`config.mk`:
```
export PLATFORM = sky130hd
export DESIGN_NAME = coin_acceptor
export DESIGN_NICKNAME = d
export VERILOG_FILES = /design/src/rtl/coin_acceptor.sv
export SDC_FILE = /design/constraint.sdc
export NUM_CORES = 1
export LEC_CHECK = 0
export BUFFER_PORTS_ARGS = -buffer_cell sky130_fd_sc_hd__buf_4
export CORE_ASPECT_RATIO = 1.25
export CORE_MARGIN = 1
export CORE_UTILIZATION = 55
export DETAILED_ROUTE_END_ITERATION = 10
export PLACE_DENSITY = 0.74
export SYNTH_ARGS = -nofsm -noshare
export SYNTH_HDL_FRONTEND = slang
export SYNTH_SLANG_ARGS = --single-unit
```
`constraint.sdc`:
```
create_clock -name clk -period 2.2 [get_ports clk]
set_input_delay 0.11 -clock clk [delete_from_list [all_inputs] [get_ports clk]]
set_output_delay 0.11 -clock clk [all_outputs]
set_load 0.01 [all_outputs]
```
`src/rtl/coin_acceptor.sv`:
```
// Coin slot front end: synchronizes and debounces two slot sensors, emits one
// coin code or one reject pulse per insertion, and flags a jammed slot.
module coin_acceptor #(
   parameter int DEBOUNCE_CYCLES = 4,
   parameter int JAM_CYCLES      = 1000
) (
   input  logic       clk,
   input  logic       rst,
   input  logic       sense_5,
   input  logic       sense_10,
   input  logic       accept_en,
   output logic [1:0] coin,
   output logic       reject,
   output logic       jam,
   output logic [7:0] coin_cnt
);

   localparam logic [7:0]  DB = 8'(DEBOUNCE_CYCLES);
   localparam logic [15:0] JC = 16'(JAM_CYCLES);

   typedef enum logic [2:0] {IDLE, DEBOUNCE, EMIT, RELEASE, JAM} state_t;

   state_t      r_state, w_state_nxt;
   logic        r_s5_m, r_s5, r_s10_m, r_s10;
   logic        r_den, w_den_nxt;            // 0 = five, 1 = ten
   logic [7:0]  r_dcnt, w_dcnt_nxt;
   logic [15:0] r_timer, w_timer_nxt;
   logic [1:0]  r_coin, w_coin_nxt;
   logic        r_reject, w_reject_nxt;
   logic        r_jam, w_jam_nxt;
   logic [7:0]  r_cnt, w_cnt_nxt;

   logic        w_latched, w_other, w_any;
   logic [7:0]  w_dcnt_inc;
   logic [15:0] w_timer_inc;

   assign w_latched   = r_den ? r_s10 : r_s5;
   assign w_other     = r_den ? r_s5  : r_s10;
   assign w_any       = r_s5 | r_s10;
   assign w_dcnt_inc  = r_dcnt + 8'd1;
   assign w_timer_inc = r_timer + 16'd1;

   always_ff @(posedge clk or negedge rst) begin
      if (!rst) begin
         r_state  <= IDLE;
         r_s5_m   <= 1'b0;
         r_s5     <= 1'b0;
         r_s10_m  <= 1'b0;
         r_s10    <= 1'b0;
         r_den    <= 1'b0;
         r_dcnt   <= '0;
         r_timer  <= '0;
         r_coin   <= 2'b00;
         r_reject <= 1'b0;
         r_jam    <= 1'b0;
         r_cnt    <= '0;
      end else begin
         r_state  <= w_state_nxt;
         r_s5_m   <= sense_5;
         r_s5     <= r_s5_m;
         r_s10_m  <= sense_10;
         r_s10    <= r_s10_m;
         r_den    <= w_den_nxt;
         r_dcnt   <= w_dcnt_nxt;
         r_timer  <= w_timer_nxt;
         r_coin   <= w_coin_nxt;
         r_reject <= w_reject_nxt;
         r_jam    <= w_jam_nxt;
         r_cnt    <= w_cnt_nxt;
      end
   end

   always_comb begin
      w_state_nxt  = r_state;
      w_den_nxt    = r_den;
      w_dcnt_nxt   = r_dcnt;
      w_timer_nxt  = r_timer;
      w_coin_nxt   = 2'b00;
      w_reject_nxt = 1'b0;
      w_jam_nxt    = r_jam;
      w_cnt_nxt    = r_cnt;
      case (r_state)
         IDLE: begin
            if (r_s5 ^ r_s10) begin
               w_state_nxt = DEBOUNCE;
               w_den_nxt   = r_s10;
               w_dcnt_nxt  = 8'd1;
            end else if (r_s5 & r_s10) begin
               w_state_nxt  = RELEASE;
               w_reject_nxt = 1'b1;
               w_dcnt_nxt   = '0;
               w_timer_nxt  = '0;
            end
         end
         DEBOUNCE: begin
            // accept_en is only looked at once the level has proven stable
            if (r_dcnt == DB) begin
               w_dcnt_nxt  = '0;
               w_timer_nxt = '0;
               if (accept_en) begin
                  w_state_nxt = EMIT;
                  w_coin_nxt  = r_den ? 2'b10 : 2'b01;
                  if (r_cnt != 8'hFF) w_cnt_nxt = r_cnt + 8'd1;
               end else begin
                  w_state_nxt  = RELEASE;
                  w_reject_nxt = 1'b1;
               end
            end else if (w_latched && !w_other) begin
               w_dcnt_nxt = w_dcnt_inc;
            end else begin
               w_state_nxt = IDLE;
               w_dcnt_nxt  = '0;
            end
         end
         EMIT: begin
            w_state_nxt = RELEASE;
            w_dcnt_nxt  = '0;
            w_timer_nxt = '0;
         end
         RELEASE: begin
            if (w_any) begin
               w_dcnt_nxt  = '0;
               w_timer_nxt = w_timer_inc;
               if (w_timer_inc == JC) begin
                  w_state_nxt = JAM;
                  w_jam_nxt   = 1'b1;
               end
            end else if (w_dcnt_inc == DB) begin
               w_state_nxt = IDLE;
               w_dcnt_nxt  = '0;
            end else begin
               w_dcnt_nxt = w_dcnt_inc;
            end
         end
         JAM: begin
            if (w_any) begin
               w_dcnt_nxt = '0;
            end else if (w_dcnt_inc == DB) begin
               w_state_nxt = IDLE;
               w_jam_nxt   = 1'b0;
               w_dcnt_nxt  = '0;
            end else begin
               w_dcnt_nxt = w_dcnt_inc;
            end
         end
         default: w_state_nxt = IDLE;
      endcase
   end

   assign coin     = r_coin;
   assign reject   = r_reject;
   assign jam      = r_jam;
   assign coin_cnt = r_cnt;

endmodule

```
==> flow_summary.yaml, run 1 <==
pwr:
  ir_drop_mv: 0.486
  p_total_uw: 2190
  power_leakage_uw: 0.00125
  power_density_nw_per_um2: 770
cells_and_area:
  stdcell_count: 351
  diodes: 0
  nets: 307
  final_layout_size_suffix_gt1_frac: 0.169
  final_core_util: 0.683
  syn_to_final_growth_pct: 16.2
yosys:
  synthArstFlopShare: 1.00
  synth.cell_area_sq_um: 2450
  synth.net_count: 276
  ys_seq_area_frac: 0.450
  netlist.area_leader.share: 0.450
  ys_types: 51
  synth_edf_count: 0
  yosys-top-cells-area: "dfrtp_1 45%, o21ai_0 7.0%, ha_1 4.1%"
  ys_warn_count: 0
  syn_inst: 263
  yosys.area.top_type: "dfrtp_1"
  postSynthAreaPerCell_sq_um: 9.31
  synth-main-ff-cell: "dfrtp_1"
  ys_seq_elements: 44
floorplan:
  core_area_sq_um: 4160
  start_util: 0.588
  dieArea_sq_um: 4720
  rows: 26
  io_pins: 17
  die_y_microns: 76.6
  die_w_microns: 61.7
routing:
  drc_errors: 0
  first_pass_iters: 4
  vias: 2088
  drtIter0Drc: 116
  post_drt_wl_per_cell_microns: 14.8
  viasPerCell: 5.95
  postRouteWirelength_mm: 5.21
  postRouteAntennaNets: 0
critical_path:
  critPathMaxFanout: 6
  crit_type: "flop to flop"
  required_ns: 2.42
  critPathCaptureType: "flop"
  r2r.worst_path.cells: 6
  arrival_ns: 2.33
  crit_path_start_kind: "flop"
cts:
  clkTransAtPathRegs_ns: 0.08
  htreeDepth: 2
  cts_made_buffers: 5
  postCtsSetupRepairBufs: 0
  cts.sinks: 44
  cts_buffer_depth: 2
  ctsRootBufferMaster: "clkbuf_8"
  insertion_delay_ns: 0.30
  cts_tree: "done"
timing:
  worst_slew_pin_slew_ns: 0.549
  finalHoldViolCount: 0
  rsz0062_at_grt: "yes"
  slew-limit-headroom: 0.634
  tns_ns: 0
  setup_viol: 0
  drv_slew: 0
  finalCriticalPeriod_ns: 2.11
  fin_ws_ns: 0.0872
  max_freq_ghz: 0.473
  period_share: 0.960
  clock_skew_ns: 0.0110
place:
  globalplace.congestion: 0.888
  hpwl_mm: 3.68
  portBuffers: 16
  pre_cts_slack_ns: 0.122
  dp.cells: 340
global_route:
  antenna_found_initial: 0
  grt_pass1_vias: 1971
  grt_usage: 0.247
  grt_pass1_wl_mm: 8.81
  grt_max_degree: 45
  overflow: 0
flow_run:
  max-cap-violations: 0
worst_hold_path:
  hp-class: "input port to flop"
  whs_path_depth: 2
run_status:
  status: "finished, final reports clean"
## cells by family after synthesis
kind of cell	after synthesis	synth area share
buffers and inverters	18	0.0307
xor gates and xnor gates	13	0.0465
adders and majority gates	8	0.0409
muxes	2	0.00869
AOI/OAI and AO/OA	71	0.180
DFF	44	0.450
and+or+nand+nor	107	0.243
## cell usage after synthesis, drive strengths merged (3+ instances only)
cell type,number
xor2,4
buf,5
a21oi,7
nor3,7
dfrtp,44
inv,9
nand4,9
nor4,6
xnor2,9
and2,3
nor3b,3
clkbuf,4
a31oi,8
and3,8
nor2,16
nand3,12
nor2b,3
ha,8
nand2,26
nand2b,4
o22ai,3
and4,3
o21ai,34
## per-layer routing
layer / wire length, microns / GRT usage / share of wire / vias to the layer above
li1: - / - / - / 1028
met1: 2190 / 0.306 / 0.42 / 1011
met2: 2760 / 0.408 / 0.53 / 37
met3: 141 / 0.0475 / 0.027 / 12
met4: 116 / 0.0978 / 0.022 / 0
met5: 0 / 0 / 0 / -
## cells in the final DEF, fill, tap and decap left out, types with 4 or more instances in the layout
cell type | synthesis | final
nand3_1 | 12 | 12
and3_1 | 7 | 7
xnor2_1 | 9 | 9
o21ai_0 | 34 | 34
xor2_1 | 4 | 4
nand4_1 | 8 | 8
nand2_1 | 26 | 26
nor4_1 | 5 | 5
nor2_1 | 16 | 16
buf_4 | 0 | 30
nor3_1 | 7 | 7
inv_1 | 9 | 9
a31oi_1 | 8 | 8
ha_1 | 8 | 6
clkbuf_8 | 0 | 6
nand2b_1 | 4 | 4
a21oi_1 | 7 | 7
dfrtp_1 | 44 | 42
## worst paths after layout
kind                            start    endpoint  slack (ns)
min in group asynchronous         rst   r_dcnt[5]        0.33
max in group asynchronous         rst  r_timer[3]        1.47
min                         accept_en      reject        0.03
min reg2reg                    r_s5_m        r_s5        0.36
max reg2reg                r_timer[0]         jam        0.09
max                        r_timer[0]         jam        0.09
## registers in the layout (all words and copies together), names as in the netlist
register	count
coin	2
r_timer	16
coin_cnt	8
r_s5_m	1
r_s10_m	1
r_s10	1
r_state	3
r_den	1
r_s5	1
r_dcnt	8
jam	1
reject	1
## cell type report
cell class                 count  area [sq um]
clock buffer                   7          86.3
clock inverter                 1          7.51
fill                         349          1320
inverter                       9          33.8
multi-input combinational    201          1290
sequential                    44          1100
tap                           56          70.1
timing repair buffer          33           255
## repair_timing
| item | CTS | global route |
|---|---|---|
| gates resized for setup | 0 | 6 |
| hold endpoints to repair | 46 | 0 |
| hold buffers | 3 | 0 |
| setup endpoints to repair | 0 | 16 |
## stage by stage
| step | cell area (sq um) | hold slack (ns) |
|---|---|---|
| global placement | 2700 | 0.134 |
| detailed placement | 2700 | 0.139 |
| CTS | 2830 | 0.0302 |
| finish | 2840 | 0.0293 |
| global route | 2840 | 0.0425 |
| floorplan | 2450 | -0.186 |
## report_power, final
part | switching (uW) | internal, uW | leakage [uW]
combinational | 379 | 268 | 0.000618
sequential | 124 | 887 | 0.000592
clock | 278 | 255 | 0.0000445
## critical path, stage by stage (launching register included)
cell	delay, ns
dfrtp_1	0.47
nand3_1	0.27
nor4_1	0.34
a32oi_1	0.16
nor4_2	0.33
and4bb_2	0.29
a2bb2oi_1	0.16
(Power assumes the default switching activity.)
==> run 2: changes to the inputs <==
==> constraint.sdc (replaced) <==
create_clock -name clk -period 2.2 [get_ports clk]
set_input_delay 0.22 -clock clk [delete_from_list [all_inputs] [get_ports clk]]
set_output_delay 0.22 -clock clk [all_outputs]
set_load 0.01 [all_outputs]
==> flow_summary.yaml, run 2 (synthesized netlist as in run 1, its figures left out) <==
global_route:
  grt_busiest_layer: "met2"
  overflow: 0
  grt_pass1_vias: 1959
  grt_usage: 0.246
  antenna_found_initial: 0
  grt_pass1_wl_mm: 8.78
  grt_max_degree: 45
  met1_usage: 0.305
  grt_use_met2: 0.406
  met3_usage: 0.0475
routing:
  post_drt_wl_per_cell_microns: 14.8
  first_pass_iters: 4
  drc_errors: 0
  viasPerCell: 5.95
  vias: 2077
  postRouteWirelength_mm: 5.16
  postRouteAntennaNets: 0
  drtIter0Drc: 105
cts:
  cts.sinks: 44
  clkTransAtPathRegs_ns: 0.09
  ctsRootBufferMaster: "clkbuf_8"
  cts_made_buffers: 5
  postCtsSetupRepairBufs: 0
  cts_buffer_depth: 2
  htreeDepth: 2
  cts_tree: "done"
  insertion_delay_ns: 0.30
floorplan:
  start_util: 0.588
  core_area_sq_um: 4160
  dieArea_sq_um: 4720
  io_pins: 17
  die_y_microns: 76.6
  die_w_microns: 61.7
  rows: 26
pwr:
  ir_drop_mv: 0.486
  power_density_nw_per_um2: 775
  pwr-share-seq: 0.462
  p_int_uw: 1410
  switching_share: 0.357
  pwr-share-clk: 0.245
  p_switching_uw: 780
  p_total_uw: 2190
  p_comb_frac: 0.293
  power_leakage_uw: 0.00125
critical_path:
  crit_buf_inv: 0
  slowest_delay_ns: 0.47
  slowest_stage: "dfrtp_1"
  crit_type: "flop to flop"
  reg2reg_to: "jam"
  crit_start: "r_timer[0]"
  cp_cell_sequence: "nand3_1, nor4_1, a32oi_1, nor4_2, and4bb_2, a2bb2oi_1"
  worst-r2r-setup-slack_ns: 0.10
  critPathCaptureType: "flop"
  arrival_ns: 2.32
  required_ns: 2.42
  critPathMaxFanout: 6
  cp_top_family: "simple AND/OR/NAND/NOR gates"
  crit_path_start_kind: "flop"
  r2r_start: "r_timer[0]"
  r2r.worst_path.cells: 6
flow_run:
  max-cap-violations: 0
cells_and_area:
  largest_reg_flops: 16
  nets: 305
  multiInputGateArea_sq_um: 1290
  top_register: "r_timer"
  nFillCells: 350
  diodes: 0
  final_layout_size_suffix_gt1_frac: 0.171
  seq_area_sq_um: 1100
  final_common_cell: "dfrtp_1"
  layout_common_cells: "42 x dfrtp_1, 34 x o21ai_0, 30 x buf_4, 26 x nand2_1, 16 x nor2_1"
  syn_to_final_growth_pct: 15.4
timing:
  slew-limit-headroom: 0.635
  rsz0062_at_grt: "yes"
  setup_viol: 0
  finalCriticalPeriod_ns: 2.10
  worst_slew_pin_slew_ns: 0.547
  clock_skew_ns: 0.0140
  period_share: 0.954
  max_freq_ghz: 0.477
  finalHoldViolCount: 0
  drv_slew: 0
  fin_ws_ns: 0.101
run_status:
  status: "finished, final reports clean"
worst_hold_path:
  hp-class: "input port to flop"
  hold_start: "sense_10"
  whs_path_depth: 1
  min_delay_worst_endpoint: "r_s10_m"
place:
  hpwl_mm: 3.68
  pre_cts_slack_ns: 0.122
  globalplace.congestion: 0.888
  portBuffers: 16
-- run 2: changes by cell type in the layout (fill, tap and decap cells not counted), sizes merged --
cell and change:
dlygate4sd3 -2
-- run 2: per-stage QoR --
step / TNS [ns] / cell area (sq um) / hold WS, ns / util / cells
floorplan: 0 / 2450 / -0.0756 / - / 263
global placement: 0 / 2700 / 0.244 / 0.649 / 340
detailed placement: 0 / 2700 / 0.249 / 0.649 / 340
CTS: 0 / 2810 / 0.0134 / 0.674 / 349
global route: -0.0501 / 2820 / 0.00473 / 0.678 / 349
finish: 0 / 2820 / 0.0153 / 0.678 / 349
-- run 2: worst max-delay path by stage --
| stage | cells after the start | end |
|---|---|---|
| after CTS | 6 | r_state[0] |
| after floorplan | 7 | jam |
| after global routing | 6 | jam |
| final | 6 | jam |
| after detailed placement | 6 | r_state[0] |
| after global placement | 6 | r_state[0] |
-- run 2: timing repair --
item	4_1_cts	5_1_grt
hold endpoints to repair	44	0
resized for setup	0	6
hold buffers	1	0
setup endpoints to repair	0	16
-- run 2: power groups by stage --
| stage | sequential [uW] | clock (uW) | combinational, uW |
|---|---|---|---|
| 6_report | 1010 | 536 | 641 |
| 5_1_grt | 1020 | 577 | 728 |
| 4_1_cts | 996 | 542 | 639 |
| 3_5_place_dp | 1010 | 0 | 633 |
| 3_3_place_gp | 1010 | 0 | 623 |
| 2_1_floorplan | 966 | 0 | 457 |
-- run 2: routing by layer --
layer,vias up,share of wire
met5,-,0
met4,0,0.023
met3,12,0.026
met2,34,0.53
met1,1007,0.42
li1,1024,-
-- run 2: final cells by class --
type                    instances  area share
clock buffers                   7      0.0306
clock inverters                 1     0.00266
inverters                       9      0.0120
multi-input cells             201       0.456
flip-flops and latches         44       0.391
well taps                      56      0.0248
repair buffers                 31      0.0833
==> run 3: changes to the inputs <==
--- a/config.mk
+++ b/config.mk
@@ -8,5 +8,4 @@
 export BUFFER_PORTS_ARGS = -buffer_cell sky130_fd_sc_hd__buf_4
 export CORE_ASPECT_RATIO = 1.25
-export CORE_MARGIN = 1
 export CORE_UTILIZATION = 55
 export DETAILED_ROUTE_END_ITERATION = 10
==> constraint.sdc (replaced) <==
create_clock -name clk -period 2.2 [get_ports clk]
set_input_delay 0.44 -clock clk [delete_from_list [all_inputs] [get_ports clk]]
set_output_delay 0.44 -clock clk [all_outputs]
set_load 0.01 [all_outputs]
==> flow_summary.yaml, run 3 (synthesized netlist as in run 1, its figures left out) <==
timing:
  max_freq_ghz: 0.477
  slew-limit-headroom: 0.629
  rsz0062_at_grt: "yes"
  finalHoldViolCount: 0
  drv_slew: 0
  clock_skew_ns: 0.0142
  finalCriticalPeriod_ns: 2.10
  fin_ws_ns: 0.102
  worst_slew_pin_slew_ns: 0.556
  setup_viol: 0
  period_share: 0.954
cts:
  cts.sinks: 44
  clkTransAtPathRegs_ns: 0.09
  cts_tree: "done"
  htreeDepth: 2
  ctsRootBufferMaster: "clkbuf_8"
  cts_made_buffers: 5
  cts_buffer_depth: 2
  insertion_delay_ns: 0.30
place:
  hpwl_mm: 3.68
  portBuffers: 16
  pre_cts_slack_ns: 0.122
  dp.cells: 340
  globalplace.congestion: 0.888
routing:
  viasPerCell: 5.93
  postRouteAntennaNets: 0
  drtIter0Drc: 90
  drc_errors: 0
  postRouteWirelength_mm: 5.17
  first_pass_iters: 4
  vias: 2062
  post_drt_wl_per_cell_microns: 14.9
critical_path:
  r2r.worst_path.cells: 6
  crit_path_start_kind: "flop"
  required_ns: 2.42
  cp_cell_sequence: "nand3_1, nor4_1, a32oi_1, nor4_2, and4bb_2, a2bb2oi_1"
  r2r_start: "r_timer[0]"
  critPathCaptureType: "flop"
  crit_buf_inv: 0
  slowest_delay_ns: 0.47
  critPathMaxFanout: 6
  cp_top_family: "simple AND/OR/NAND/NOR gates"
  crit_type: "flop to flop"
  cp_num_cells: 6
  reg2reg_to: "jam"
  worst-r2r-setup-slack_ns: 0.10
  arrival_ns: 2.31
  slowest_stage: "dfrtp_1"
cells_and_area:
  multiInputGateArea_sq_um: 1290
  top_register: "r_timer"
  final_layout_size_suffix_gt1_frac: 0.171
  stdcell_count: 348
  final_common_cell: "dfrtp_1"
  syn_to_final_growth_pct: 15.0
  nets: 304
  diodes: 0
  nFillCells: 351
  seq_area_sq_um: 1100
  layout_common_cells: "42 x dfrtp_1, 34 x o21ai_0, 30 x buf_4, 26 x nand2_1, 16 x nor2_1"
  largest_reg_flops: 16
floorplan:
  core_area_sq_um: 4160
  dieArea_sq_um: 4720
  rows: 26
  io_pins: 17
  die_w_microns: 61.7
  start_util: 0.588
  die_y_microns: 76.6
worst_hold_path:
  hp-class: "input port to asynchronous set/reset pin"
global_route:
  grt_usage: 0.246
  grt_pass1_vias: 1959
  grt_pass1_wl_mm: 8.78
  antenna_found_initial: 0
  overflow: 0
  grt_max_degree: 45
pwr:
  power_leakage_uw: 0.00124
  ir_drop_mv: 0.486
  power_density_nw_per_um2: 777
run_status:
  status: "finished, final reports clean"
flow_run:
  max-cap-violations: 0
==> run 3: metrics by stage <==
stage / utilization / instance area, sq um / power, uW / hold slack [ns] / setup TNS [ns]
after detailed placement: 0.649 / 2700 / 1640 / 0.340 / 0
after global placement: 0.649 / 2700 / 1630 / 0.350 / 0
after CTS: 0.671 / 2800 / 2180 / 0.139 / 0
after floorplan: - / 2450 / 1420 / 0.144 / 0
final: 0.676 / 2810 / 2190 / 0.118 / 0
after global routing: 0.676 / 2810 / 2330 / 0.166 / -0.0501
==> run 3: cell type report <==
class,instances,area share
clock buffers,7,0.0307
clock inverters,1,0.00267
inverters,9,0.0120
multi-input cells,201,0.458
flip-flops and latches,44,0.392
well taps,56,0.0249
repair buffers,30,0.0800
==> run 3: worst max path at each step <==
stage / start / end / slack, ns
2_1_floorplan: r_timer[0] / jam / 0.25
3_3_place_gp: r_timer[4] / r_state[0] / 0.09
3_5_place_dp: r_timer[3] / r_state[0] / 0.12
4_1_cts: r_timer[3] / r_state[0] / 0.09
5_1_grt: r_timer[0] / jam / -0.04
6_report: r_timer[0] / jam / 0.10
==> run 3: routing by layer <==
| layer | part of all wire | track usage |
|---|---|---|
| met5 | 0 | 0 |
| met4 | 0.023 | 0.0978 |
| met3 | 0.022 | 0.0475 |
| met2 | 0.53 | 0.406 |
| met1 | 0.43 | 0.305 |
==> run 3: power breakdown <==
part	internal, uW	switching [uW]
clock network	256	282
logic	264	376
registers	887	123
total	1410	781
==> run 3: repair_timing <==
| action | in CTS | in global routing |
|---|---|---|
| resized for setup | 0 | 6 |
| buffers inserted | 0 | 0 |
| hold buffers | 0 | 0 |
| endpoints found under the setup margin | 0 | 16 |
